<file path="config.mk">
export PLATFORM = sky130hd
export DESIGN_NAME = dual_rail_level_monitor
export DESIGN_NICKNAME = d
export VERILOG_FILES = /design/src/rtl/dual_rail_level_monitor.sv
export SDC_FILE = /design/constraint.sdc
export NUM_CORES = 1
export LEC_CHECK = 0
export CORE_MARGIN = 10
export CORE_UTILIZATION = 55
export CTS_CLUSTER_DIAMETER = 60
export DETAILED_ROUTE_END_ITERATION = 16
export GPL_TIMING_DRIVEN = 0
export HOLD_SLACK_MARGIN = 0.06
export PLACE_DENSITY = 0.8
export SETUP_SLACK_MARGIN = 0.15
export SLEW_MARGIN = 20
export SYNTH_ARGS = -nofsm -noshare
export SYNTH_HDL_FRONTEND = slang
export SYNTH_SLANG_ARGS = --single-unit
</file>
<file path="constraint.sdc">
create_clock -name clk -period 2.5 [get_ports clk]
set_input_delay 0.5 -clock clk [delete_from_list [all_inputs] [get_ports clk]]
set_output_delay 0.5 -clock clk [all_outputs]
set_load 0.02 [all_outputs]
</file>
<file path="src/rtl/dual_rail_level_monitor.sv">
// rtl/dual_rail_level_monitor.sv - synchronise, debounce and fault-check a complementary rail pair
// Optional glitch counter output enabled by `define DUAL_RAIL_GLITCH_CNT_EN.
module dual_rail_level_monitor #(
    parameter int STABLE_CYCLES = 4,
    parameter int CNT_W         = 8
) (
    input  logic             clk,
    input  logic             rst_n,
    input  logic             en,
    input  logic             clr,
    input  logic             c_in,
    input  logic             d_in,
    output logic             level_out,
    output logic             rise_pulse,
    output logic             fall_pulse,
    output logic [CNT_W-1:0] rise_cnt,
    output logic [CNT_W-1:0] fall_cnt,
    output logic             err,
    output logic [CNT_W-1:0] err_cnt
`ifdef DUAL_RAIL_GLITCH_CNT_EN
    ,
    output logic [CNT_W-1:0] glitch_cnt
`endif
);

    localparam logic [7:0]       LAST_CNT = 8'(STABLE_CYCLES - 1);
    localparam logic [7:0]       FULL_CNT = 8'(STABLE_CYCLES);
    localparam logic [CNT_W-1:0] CNT_MAX  = {CNT_W{1'b1}};

    typedef enum logic [1:0] {
        S_LOW   = 2'd0,
        S_HIGH  = 2'd1,
        S_FAULT = 2'd2
    } state_e;

    logic             c_meta_q, c_s_q, d_meta_q, d_s_q;
    state_e           state_q, state_d;
    logic [7:0]       stab_q, stab_d;
    logic [7:0]       inv_q, inv_d;
    logic             level_q, level_d;
    logic             rise_q, rise_d, fall_q, fall_d;
    logic             err_q, err_d;
    logic [CNT_W-1:0] rise_cnt_q, rise_cnt_d;
    logic [CNT_W-1:0] fall_cnt_q, fall_cnt_d;
    logic [CNT_W-1:0] err_cnt_q, err_cnt_d;
    logic             pair_valid;
    logic             fault_entry;

    function automatic logic [CNT_W-1:0] bump(input logic [CNT_W-1:0] v,
                                              input logic inc, input logic clear);
        if (clear)
            return '0;
        else if (inc && (v != CNT_MAX))
            return v + CNT_W'(1);
        else
            return v;
    endfunction

    assign pair_valid = c_s_q ^ d_s_q;

    always_comb begin
        state_d     = state_q;
        stab_d      = stab_q;
        inv_d       = inv_q;
        level_d     = level_q;
        rise_d      = 1'b0;
        fall_d      = 1'b0;
        fault_entry = 1'b0;
        if (en) begin
            if (pair_valid)
                inv_d = '0;
            else if (inv_q != FULL_CNT)
                inv_d = inv_q + 8'd1;
            case (state_q)
                S_LOW, S_HIGH: begin
                    // Fault entry is checked first; it needs an invalid pair, debounce a valid one.
                    if (!pair_valid && (inv_q == LAST_CNT)) begin
                        state_d     = S_FAULT;
                        stab_d      = '0;
                        fault_entry = 1'b1;
                    end else if (pair_valid && (c_s_q != level_q)) begin
                        if (stab_q == LAST_CNT) begin
                            state_d = c_s_q ? S_HIGH : S_LOW;
                            level_d = c_s_q;
                            stab_d  = '0;
                        end else begin
                            stab_d = stab_q + 8'd1;
                        end
                    end else begin
                        stab_d = '0;
                    end
                end
                S_FAULT: begin
                    if (pair_valid) begin
                        if (stab_q == LAST_CNT) begin
                            state_d = c_s_q ? S_HIGH : S_LOW;
                            level_d = c_s_q;
                            stab_d  = '0;
                        end else begin
                            stab_d = stab_q + 8'd1;
                        end
                    end else begin
                        stab_d = '0;
                    end
                end
                default: state_d = S_LOW;
            endcase
            rise_d = level_d & ~level_q;
            fall_d = ~level_d & level_q;
        end
        rise_cnt_d = bump(rise_cnt_q, rise_d, clr);
        fall_cnt_d = bump(fall_cnt_q, fall_d, clr);
        err_cnt_d  = bump(err_cnt_q, fault_entry, clr);
        err_d      = clr ? 1'b0 : (err_q | fault_entry);
    end

    always_ff @(posedge clk or negedge rst_n) begin
        if (!rst_n) begin
            c_meta_q   <= 1'b0;
            c_s_q      <= 1'b0;
            d_meta_q   <= 1'b1;
            d_s_q      <= 1'b1;
            state_q    <= S_LOW;
            stab_q     <= '0;
            inv_q      <= '0;
            level_q    <= 1'b0;
            rise_q     <= 1'b0;
            fall_q     <= 1'b0;
            err_q      <= 1'b0;
            rise_cnt_q <= '0;
            fall_cnt_q <= '0;
            err_cnt_q  <= '0;
        end else begin
            c_meta_q   <= c_in;
            c_s_q      <= c_meta_q;
            d_meta_q   <= d_in;
            d_s_q      <= d_meta_q;
            state_q    <= state_d;
            stab_q     <= stab_d;
            inv_q      <= inv_d;
            level_q    <= level_d;
            rise_q     <= rise_d;
            fall_q     <= fall_d;
            err_q      <= err_d;
            rise_cnt_q <= rise_cnt_d;
            fall_cnt_q <= fall_cnt_d;
            err_cnt_q  <= err_cnt_d;
        end
    end

`ifdef DUAL_RAIL_GLITCH_CNT_EN
    logic             glitch_hit;
    logic [CNT_W-1:0] glitch_cnt_q, glitch_cnt_d;

    // A debounce run abandoned before acceptance: counter drops from nonzero, state unchanged.
    assign glitch_hit   = en && (state_q != S_FAULT) && (state_d == state_q)
                          && (stab_q != '0) && (stab_d == '0);
    assign glitch_cnt_d = bump(glitch_cnt_q, glitch_hit, clr);

    always_ff @(posedge clk or negedge rst_n) begin
        if (!rst_n)
            glitch_cnt_q <= '0;
        else
            glitch_cnt_q <= glitch_cnt_d;
    end

    assign glitch_cnt = glitch_cnt_q;
`endif

    assign level_out  = level_q;
    assign rise_pulse = rise_q;
    assign fall_pulse = fall_q;
    assign rise_cnt   = rise_cnt_q;
    assign fall_cnt   = fall_cnt_q;
    assign err_cnt    = err_cnt_q;
    assign err        = err_q | (state_q == S_FAULT);

endmodule

</file>
==> impl_metrics.env <==
export IMPL_maxSlewHeadroom_pct=60.0
export IMPL_htree_levels=2
export IMPL_first_global_vias=2176
export IMPL_syn2layout_area_growth_pct=20.2
export IMPL_postCtsHoldBufs=0
export IMPL_power_density_nw_per_um2=569
export IMPL_syn_inst=276
export IMPL_max_cap_violations=0
export IMPL_synth_largest_area_cell="dfrtp_1"
export IMPL_syn_num_nets=288
export IMPL_vias=2174
export IMPL_track_usage_pct=15.9
export IMPL_rows=25
export IMPL_cts_tree="yes"
export IMPL_final_min_clock_period_ns=2.21
export IMPL_finalCritPeriodShare_pct=88.3
export IMPL_drive_gt1_share_pct=9.15
export IMPL_clk_latency_ns=0.30
export IMPL_grt_max_degree=27
export IMPL_synth_area_leaders="dfrtp_1 46%, nor2_1 5.2%, xor2_1 4.0%, nand4_1 3.4%, xnor2_1 3.4%"
export IMPL_synth_top_area_share_pct=46.0
export IMPL_fp_dieW_um=88.9
export IMPL_drc=0
export IMPL_layout_commonest_cell="dfrtp_1"
export IMPL_clkSinkCount=50
export IMPL_hold_violations=0
export IMPL_final_nets=328
export IMPL_overflow=0
export IMPL_cp_start_kind="flip-flop"
export IMPL_synthesis_area_um2=2610
export IMPL_antenna_found_initial=0
export IMPL_multi_input_area_um2=1280
export IMPL_critPathLaunch="stab_q[0]$_DFFE_PN0P_"
export IMPL_drv_slew=0
export IMPL_hpwl_mm=4.15
export IMPL_synth_seq_area_share_pct=48.0
export IMPL_ys_async_sr_fraction_pct=100
export IMPL_dp_cells=363
export IMPL_p_leak_nw=1.31
export IMPL_design_core_area_um2=4660
export IMPL_path_max_fanout=10
export IMPL_die_area_um2=7900
export IMPL_synth_edf_count=0
export IMPL_antennaDiodeCount=0
export IMPL_vias_per_cell=5.86
export IMPL_synth_ff_type="dfrtp_1"
export IMPL_finalWirelength_mm=5.85
export IMPL_worst_slew_pin_slew_ns=0.600
export IMPL_peakVddDrop_mv=0.268
export IMPL_portBuffers=32
export IMPL_arrival_ns=2.40
export IMPL_cts_setup_buffers=0
export IMPL_start_util_pct=56.0
export IMPL_firstDrtPassIters=4
export IMPL_fp_dieH_um=88.9
export IMPL_final_cell_mix="47 x dfrtp_1, 36 x nor2_1, 30 x clkdlybuf4s50_1"
export IMPL_fillers=367
export IMPL_seq_area_um2=1250
export IMPL_ys_seq_elements=50
export IMPL_avgSynthCellArea_um2=9.46
export IMPL_grt_pass1_wl_mm=10.0
export IMPL_cts_buffers=5
export IMPL_wl_per_cell_um=15.8
export IMPL_final_cells=371
export IMPL_ys_types=44
export IMPL_holdWs_ns=0.191
export IMPL_rsz0062_at_grt="no"
export IMPL_drtIter0Drc=197
export IMPL_num_io_pins=34
export IMPL_hold_class="in -> async"
export IMPL_finalCoreUtilization_pct=67.3
export IMPL_path_clk_slew_ns=0.08
export IMPL_cts_root_buf="clkbuf_8"
export IMPL_antenna_left=0
export IMPL_setup_viol_count_final=0
export IMPL_finClkSkew_ns=0.00256
export IMPL_timing_rr_start="stab_q[0]$_DFFE_PN0P_"
export IMPL_worstPathRequired_ns=2.70
export IMPL_yosysWarningCount=0
export IMPL_status="finished, final reports clean"
export IMPL_gp_congestion=0.806
export IMPL_clockBufferDepth=2
export IMPL_end_kind="flip-flop"
export IMPL_worst_setup_path_type="reg -> reg"
export IMPL_fmaxAchievable_mhz=453
==> per-layer routing <==
layer  up-vias  wire (um)  GRT usage (%)
met1      1050       2560           19.0
li1       1065          -              -
met2        51       2830           26.1
met3         8        363           4.97
met5         -          0              0
met4         0         95           6.02
==> report_power, final <==
part / leakage (nW) / internal (W) / switching (W)
combinational: 0.584 / 0.000124 / 0.000192
sequential: 0.677 / 0.000852 / 0.0000613
clock: 0.0524 / 0.000299 / 0.000258
==> through the flow <==
stage / power (W) / TNS [ns] / worst slack, ns / area (um2)
floorplan: 0.00112 / 0 / 0.463 / 2610
global placement: 0.00122 / -24.43 / -0.500 / 3000
detailed placement: 0.00123 / -0.901 / -0.198 / 3010
CTS: 0.00179 / 0 / 0.161 / 3120
global route: 0.00188 / 0 / 0.168 / 3140
finish: 0.00179 / 0 / 0.292 / 3140
==> registers in the layout, indices dropped and copies added (netlist names) <==
name	flops
err_q	1
d_s_q	1
c_meta_q	1
rise_pulse	1
c_s_q	1
state_q	2
d_meta_q	1
stab_q	8
fall_cnt	8
rise_cnt	8
err_cnt	8
level_out	1
inv_q	8
fall_pulse	1
==> worst paths after layout <==
path	to	slack [ns]	cells after the start
min in group clk	c_s_q$_DFF_PN0_	0.35	0
worst max register to register	fall_cnt[6]$_DFFE_PN0P_	0.29	7
worst max-delay path	fall_cnt[6]$_DFFE_PN0P_	0.29	7
worst min-delay path	rise_cnt[3]$_DFFE_PN0P_	0.19	1
worst min register to register	c_s_q$_DFF_PN0_	0.35	0
max in group asynchronous	state_q[1]$_DFFE_PN0P_	1.76	2
==> cell type report <==
cell class	count	area share (%)
Buffer	11	1.68
Inverter	11	1.32
Timing Repair Buffer	33	10.8
Clock inverter	1	0.957
Clock buffer	7	2.43
Tap cell	54	2.15
Sequential cell	50	40.0
Multi-Input combinational cell	204	40.7
==> worst max-delay path, stage by stage, from the launching register on <==
cell	delay [ns]
dfrtp_1	0.42
ha_1	0.23
and3_1	0.15
buf_2	0.18
a211o_1	0.34
buf_2	0.21
nor3_1	0.22
mux2_2	0.36
==> cell usage after synthesis, drive strengths merged, types with 7 or more instances <==
library cell / number
xnor2: 10
nand3: 15
o21ai: 16
inv: 11
xor2: 12
a21oi: 17
nor2: 36
o31ai: 7
nand2: 17
or4: 7
buf: 7
dfrtp: 48
nand4: 14
==> cell families (layout without fill, tap and decap cells) <==
group / Yosys count / after routing / share of synthesized area (%)
buf+inv: 22 / 63 / 3.55
flops: 50 / 50 / 48.0
mux: 3 / 3 / 1.20
simple gates: 121 / 121 / 23.6
fa+ha+maj: 6 / 6 / 2.88
compound gates: 52 / 52 / 13.4
xor+xnor: 22 / 22 / 7.38
==> repair_timing <==
item                       CTS  global route
cloned                       0             0
setup endpoints to repair    5             5
gates resized for setup      2             3
Power figures use the tool's default switching activity.
